File: src/rtl/adc_dout_emulator.sv
// Serialising transmitter that regenerates the 4-lane, 8-channel ADC DOUT stream.
// DCLK is an integer division of clk_i; dout/drdy change only on DCLK rising transitions.
module adc_dout_emulator #(
    parameter int unsigned CLK_DIV     = 4,
    parameter int unsigned FRAME_DCLKS = 80
) (
    input  logic        clk_i,
    input  logic        reset,
    input  logic        enable_i,
    input  logic [23:0] ch1_i,
    input  logic [23:0] ch2_i,
    input  logic [23:0] ch3_i,
    input  logic [23:0] ch4_i,
    input  logic [23:0] ch5_i,
    input  logic [23:0] ch6_i,
    input  logic [23:0] ch7_i,
    input  logic [23:0] ch8_i,
    output logic        drdy_o,
    output logic        dclk_o,
    output logic [3:0]  dout_o,
    output logic        frame_start_o,
    output logic        busy_o
);

    localparam int unsigned HalfW = (CLK_DIV > 1) ? $clog2(CLK_DIV) : 1;
    localparam int unsigned BitW  = $clog2(FRAME_DCLKS);
    localparam logic [HalfW-1:0] HalfLast = HalfW'(CLK_DIV - 1);
    localparam logic [BitW-1:0]  BitLast  = BitW'(FRAME_DCLKS - 1);
    localparam logic [BitW-1:0]  BitData  = BitW'(64);

    typedef enum logic [1:0] {
        StStopped,
        StRun,
        StIdleTail
    } state_e;

    state_e            state_q, state_d;
    logic [HalfW-1:0]  half_q, half_d;
    logic [BitW-1:0]   bit_q, bit_d;
    logic              dclk_q, dclk_d;
    logic              drdy_q, drdy_d;
    logic [3:0]        dout_q, dout_d;
    logic              fs_q, fs_d;
    logic              busy_q, busy_d;
    logic [3:0][63:0]  lane_q, lane_d;
    logic [3:0][63:0]  word;
    logic              tick;
    logic              rise;
    logic              fall;

    // Lane words: {header, data} for the first channel, then the second.
    assign word[0] = {8'h00, ch1_i, 8'h10, ch2_i};
    assign word[1] = {8'h20, ch3_i, 8'h30, ch4_i};
    assign word[2] = {8'h40, ch5_i, 8'h50, ch6_i};
    assign word[3] = {8'h60, ch7_i, 8'h70, ch8_i};

    assign tick = (state_q != StStopped) && (half_q == HalfLast);
    assign rise = tick && !dclk_q;
    assign fall = tick && dclk_q;

    always_ff @(posedge clk_i) begin
        if (reset) begin
            state_q <= StStopped;
            half_q  <= '0;
            bit_q   <= '0;
            dclk_q  <= 1'b0;
            drdy_q  <= 1'b0;
            dout_q  <= '0;
            fs_q    <= 1'b0;
            busy_q  <= 1'b0;
            lane_q  <= '0;
        end else begin
            state_q <= state_d;
            half_q  <= half_d;
            bit_q   <= bit_d;
            dclk_q  <= dclk_d;
            drdy_q  <= drdy_d;
            dout_q  <= dout_d;
            fs_q    <= fs_d;
            busy_q  <= busy_d;
            lane_q  <= lane_d;
        end
    end

    always_comb begin
        state_d = state_q;
        half_d  = half_q;
        bit_d   = bit_q;
        dclk_d  = dclk_q;
        drdy_d  = drdy_q;
        dout_d  = dout_q;
        fs_d    = 1'b0;
        busy_d  = busy_q;
        lane_d  = lane_q;

        case (state_q)
            StStopped: begin
                half_d = '0;
                bit_d  = '0;
                dclk_d = 1'b0;
                drdy_d = 1'b0;
                dout_d = '0;
                busy_d = 1'b0;
                if (enable_i) begin
                    state_d = StRun;
                end
            end
            StRun, StIdleTail: begin
                half_d = tick ? '0 : half_q + 1'b1;
                if (tick) begin
                    dclk_d = ~dclk_q;
                end
                if (rise) begin
                    bit_d = (bit_q == BitLast) ? '0 : bit_q + 1'b1;
                    if (bit_q == '0) begin
                        state_d = StRun;
                        lane_d  = word;
                        fs_d    = 1'b1;
                        drdy_d  = 1'b1;
                        busy_d  = 1'b1;
                        for (int l = 0; l < 4; l++) begin
                            dout_d[l] = word[l][63];
                        end
                    end else if (bit_q < BitData) begin
                        drdy_d = 1'b0;
                        for (int l = 0; l < 4; l++) begin
                            lane_d[l] = {lane_q[l][62:0], 1'b0};
                            dout_d[l] = lane_q[l][62];
                        end
                    end else begin
                        state_d = StIdleTail;
                        drdy_d  = 1'b0;
                        dout_d  = '0;
                        busy_d  = 1'b0;
                    end
                end else if (fall && (bit_q == '0) && (state_q == StIdleTail) && !enable_i) begin
                    // Last idle period has ended low; stop instead of starting a new frame.
                    state_d = StStopped;
                end
            end
            default: begin
                state_d = StStopped;
            end
        endcase
    end

    assign dclk_o        = dclk_q;
    assign drdy_o        = drdy_q;
    assign dout_o        = dout_q;
    assign frame_start_o = fs_q;
    assign busy_o        = busy_q;

endmodule

File: config.mk
export PLATFORM = sky130hd
export DESIGN_NAME = adc_dout_emulator
export DESIGN_NICKNAME = d
export VERILOG_FILES = /design/src/rtl/adc_dout_emulator.sv
export SDC_FILE = /design/constraint.sdc
export NUM_CORES = 1
export LEC_CHECK = 0
export ABC_AREA = 1
export CAP_MARGIN = 0
export CELL_PAD_IN_SITES_DETAIL_PLACEMENT = 0
export CELL_PAD_IN_SITES_GLOBAL_PLACEMENT = 2
export CORE_UTILIZATION = 33
export CTS_BUF_LIST = sky130_fd_sc_hd__clkbuf_4
export CTS_CLUSTER_SIZE = 12
export DETAILED_ROUTE_END_ITERATION = 6
export HOLD_SLACK_MARGIN = 0.12
export PLACE_DENSITY_LB_ADDON = 0.05
export SYNTH_ARGS = -nofsm -noshare
export SYNTH_HDL_FRONTEND = slang
export SYNTH_SLANG_ARGS = --single-unit
File: constraint.sdc
create_clock -name clk_i -period 2.6 [get_ports clk_i]
set_input_delay 0.52 -clock clk_i [delete_from_list [all_inputs] [get_ports clk_i]]
set_output_delay 0.52 -clock clk_i [all_outputs]
set_load 0.01 [all_outputs]
Yosys cells after proc, flatten, opt, wreduce, memory -nomap -nowiden
Index checks and enable logic that the tools add are counted.
Word-level totals
  register bits: 271
  input bits: 195
Operators by class
  $add $sub $neg: 2
  $lt $le $gt $ge: 1
  eq/ne operators: 10
  mux-type cells: 26
  bitwise operators: 3
  reductions and logical operators: 20
Operators by type and width (number)
  two-way mux 255 bit: 2
  two-way mux 7 bit: 2
  case mux 7 bit (2 select lines): 1
  two-way mux 2 bit: 6
  two-way mux 4 bit: 3
  AND reduction 3 bit: 3
  case mux 2 bit (2 select lines): 2
  case mux 4 bit (2 select lines): 1
  adder 7 x 1 -> 7 bit (second input constant): 1
  equality test 7 bit (second input constant): 1
  zero test 7 bit: 1
  less-than comparator 7 bit (second input constant): 1
  logical AND 1 bit: 6
  two-way mux 1 bit: 6
  inequality test 2 bit (second input constant): 3
  inequality test 3 bit (second input constant): 2
  case mux 1 bit (2 select lines): 3
  nonzero test 2 bit: 3
  equality test 2 bit (second input constant): 2
  inequality test 4 bit (second input constant): 1
  AND reduction 2 bit: 2
  NOT 1 bit: 3
  OR reduction 3 bit: 1
  adder 2 x 1 -> 2 bit (second input constant): 1
  other kinds (4): 5

Depth between registers and ports, before layout
  depth after elaboration: 9
  depth in mapped cells: 12

Worst setup path before layout
OpenSTA, ideal clock, no wires.
  kind: reg2reg
  from: reg state_q[1]
  to: reg lane_q[3] (netlist name)
  data arrival time: 1.532 ns
  required time: 2.484 ns
  path slack: 0.951 ns
  stages on the path, launching flop included: 11
  buffers on the path: 3
  period minus slack after synthesis: 1.649 ns
  path through: dfxtp_1 -> inv_1 -> ha_1 -> nand2_2 -> nor2_4 -> buf_6 -> buf_6 -> buf_6 -> nand3_1 -> o211ai_1 -> inv_1
On the way
  cells in the longest elaborated chain, start to end: 4
Ends and longest elaborated chain
  from (decl): line 37  | state_e state_q, state_d;
  from (signal assigned): line 63  | state_q <= StStopped;
  from (signal assigned): line 73  | state_q <= state_d;
  nonzero test 2 bit: line 57  | assign tick = (state_q != StStopped) && (half_q == HalfLast);
  logical AND 1 bit: line 57
  logical AND 1 bit: line 58  | assign rise = tick && !dclk_q;
  AND reduction 3 bit (no source line) *
  to (signal assigned): line 81  | lane_q <= lane_d;
  to (decl): line 45  | logic [3:0][63:0] lane_q, lane_d;
Every way passes the cells marked *; elsewhere a longest branch is shown, timed or not.
A chain may end at the register's enable or synchronous reset.

Final worst setup path
  from: reg state_q[0]
  to: reg lane_q[90] (netlist name)
Same word-level chain as after synthesis.

==> impl_metrics.py <==
metrics = {
    "outcome": {
        "status": "finished, final reports clean",
    },
    "placed_design": {
        "numPortBuffers": 202,
        "post-dp-hpwl_um": 17600,
        "place_congestion": 0.747,
    },
    "cells_and_area": {
        "synthToLayoutAreaGrowth_pct": 28.9,
        "final_net_count": 1844,
        "layout-drive-gt1-share": 0.133,
        "nFillCells": 3457,
        "multi_input_area_mm2": 0.00504,
        "ff_latch_area_mm2": 0.00543,
        "post-route-util": 0.436,
    },
    "die": {
        "core_mm2": 0.0329,
        "die_y_um": 186,
        "io_pins": 203,
        "die_area_mm2": 0.0345,
        "row_count": 66,
        "initial_core_util": 0.339,
        "die_w_um": 186,
    },
    "critical_path": {
        "critical_path_class": "reg2reg",
        "startpoint_type": "register",
        "r2r_start": "state_q[0]",
        "worstPathMaxFanout": 29,
        "cp.arrival_ns": 2.76,
        "rr_worst_depth": 9,
        "cp.required_ns": 3.17,
        "rrSetupSlack_ns": 0.40,
        "regToRegEndpoint": "lane_q[90]",
        "end_kind": "register",
    },
    "clocking": {
        "clk_path_buf_depth": 3,
        "cts_buffers": 78,
        "post_cts_buffers": 0,
        "h-tree-depth": 3,
        "cts.sinks": 271,
        "clock-root-buffer": "clkbuf_4",
        "insertion_delay_ns": 0.68,
        "clk_pin_slew_ns": 0.06,
        "cts_tree": "done",
        "hold_buffers": 0,
        "ctsResizeCount": 0,
    },
    "sta": {
        "fmax_ghz": 0.456,
        "slew_headroom": 0.399,
        "hold_viol_final": 0,
        "setup_viol": 0,
        "setup_tns_ns": 0,
        "finalCriticalPeriod_ns": 2.20,
        "worst_slew_pin_slew_ns": 0.900,
        "finClkSkew_ns": 0.0372,
        "min_period_over_period": 0.844,
        "rsz0062_at_grt": "false",
        "report.final.slew_viol_count": 0,
    },
    "grt": {
        "grt_overflow_total": 0,
        "grt_pass1_wl_um": 47900,
        "grt.total_usage": 0.171,
        "antenna_found_initial": 4,
        "grt_pass1_vias": 9603,
        "grt_start_max_net_pins": 88,
    },
    "synth": {
        "synthSimpleGateAreaFrac": 0.320,
        "synth_xor_area_frac": 0.000787,
        "syn-cell-area_mm2": 0.0111,
        "yosysWarningCount": 0,
        "synth_area_leaders": "dfxtp_1 (49%), nor2_1 (14%), o21ai_0 (8.9%)",
        "synth_top_area_cell": "dfxtp_1",
        "synth_top_area_frac": 0.487,
        "synth_seq_cells": 271,
        "synth_mux_area_frac": 0,
        "synth-main-ff-cell": "dfxtp_1",
        "synth_common_cells": "nor2_1 (407), dfxtp_1 (271), o21ai_0 (199)",
        "synth_async_sr_flop_share": 0,
        "yosys.cell_count.top_type": "nor2_1",
        "syn_inst": 1449,
        "yosys.area_share.adder": 0.00674,
        "synth_compound_area_frac": 0.124,
        "synth_edf_count": 0,
        "ys_seq_area_frac": 0.487,
        "synth_top_family_by_area": "simple AND/OR/NAND/NOR gates",
        "synth_nets": 1650,
        "synth_cell_types": 30,
        "postSynthAreaPerCell_um2": 7.68,
    },
    "hold_path": {
        "whs_path_depth": 4,
        "min-delay-start": "reset",
        "hold_class": "in2reg",
        "min_to": "state_q[0]",
    },
    "run": {
        "max_cap_violations": 0,
    },
    "power": {
        "leakagePower_nw": 6.38,
        "vdd_drop_max_uv": 306,
        "p_per_area_mw_per_mm2": 623,
    },
    "drt": {
        "first_iter_violations": 502,
        "drc": 0,
        "postRouteAntennaNets": 0,
        "routed_wl_um": 29700,
        "drt_first_pass_iters": 4,
        "vias_per_cell": 4.67,
        "routedWlPerCell_um": 13.9,
        "vias": 9985,
    },
}
-- stage by stage --
step / instances / hold WS (ns) / cell area, um^2 / setup WS, ns / total power, mW
finish: 2139 / 0.341 / 14300 / 0.405 / 8.93
global route: 2139 / 0.284 / 14300 / 0.206 / 9.45
CTS: 2137 / 0.241 / 14300 / 0.355 / 9.15
detailed placement: 2005 / 0.448 / 13400 / 0.385 / 5.10
global placement: 2005 / 0.445 / 13400 / 0.452 / 5.11
floorplan: 1449 / 0.436 / 11100 / 0.951 / 4.67
-- power by group --
group          switching, mW  total, mW  internal, mW
sequential            0.0235       4.22          4.19
combinational          0.397      0.782         0.384
clock                   1.76       3.93          2.18
-- cells by family (layout without fill, tap and decap cells) --
| family | after synthesis | after routing |
|---|---|---|
| AOI/OAI and AO/OA | 274 | 274 |
| xor gates and xnor gates | 1 | 1 |
| adders and majority gates | 6 | 6 |
| buffers and inverters | 127 | 373 |
| DFF | 271 | 271 |
| other | 0 | 2 |
| and+or+nand+nor | 770 | 770 |
-- critical path, cell delays in order, from the launching register on --
cell,delay (ns)
dfxtp_1,0.33
inv_1,0.07
ha_1,0.35
nand2_2,0.10
nor2_4,0.36
nand2_8,0.24
inv_2,0.11
buf_4,0.31
nand2_1,0.09
a21oi_1,0.13
-- worst max path at each step --
stage	startpoint	end	slack, ns	depth (start not counted)
after floorplan	state_q[1]	lane_q[3]	0.95	10
after global placement	state_q[1]	lane_q[223]	0.45	9
after detailed placement	state_q[1]	lane_q[248]	0.38	9
after CTS	state_q[0]	lane_q[189]	0.36	9
after global routing	state_q[0]	lane_q[189]	0.21	10
final	state_q[0]	lane_q[90]	0.40	9
-- final cells by class --
class / instances / area share
Antenna cell: 2 / 0.000349
Clock buffer: 120 / 0.0628
Clock inverter: 12 / 0.00506
Inverter: 22 / 0.00611
Multi-Input combinational cell: 1051 / 0.352
Sequential cell: 271 / 0.378
Tap cell: 442 / 0.0386
Timing Repair Buffer: 219 / 0.157
-- metal layers --
layer / up-vias / wire (um) / GRT usage
met3: 40 / 1860 / 0.0577
met2: 209 / 13400 / 0.272
met4: 4 / 490 / 0.0643
met5: - / 27 / 0
met1: 4523 / 13800 / 0.214
li1: 5209 / - / -
-- cell usage in the layout (no fill, tap or decap) --
cell type / count
nand3_1: 10
bufinv_16: 1
nand2_2: 2
buf_12: 9
nor3_1: 118
nand2_1: 152
o21ai_0: 199
nand2_8: 2
inv_2: 6
buf_4: 8
clkinv_1: 8
nand4_1: 2
buf_2: 1
diode_2: 2
nor3b_1: 1
a31oi_1: 1
a21oi_1: 69
inv_6: 1
o21ai_1: 1
xor2_1: 1
nor3_2: 69
clkbuf_4: 120
nor2_2: 1
nor2_4: 3
ha_1: 6
o211ai_1: 4
nand3b_1: 1
nand3_2: 1
clkinv_2: 1
inv_1: 17
clkdlybuf4s50_1: 201
nor2_1: 407
nand3_4: 1
dfxtp_1: 271
-- sequential cells by signal, indices dropped and copies added, names as in the netlist --
name,cells
bit_q,7
busy_o,1
dclk_o,1
dout_o,4
drdy_o,1
frame_start_o,1
half_q,2
lane_q,252
state_q,2
No activity file was read; power rests on OpenSTA's default activity.
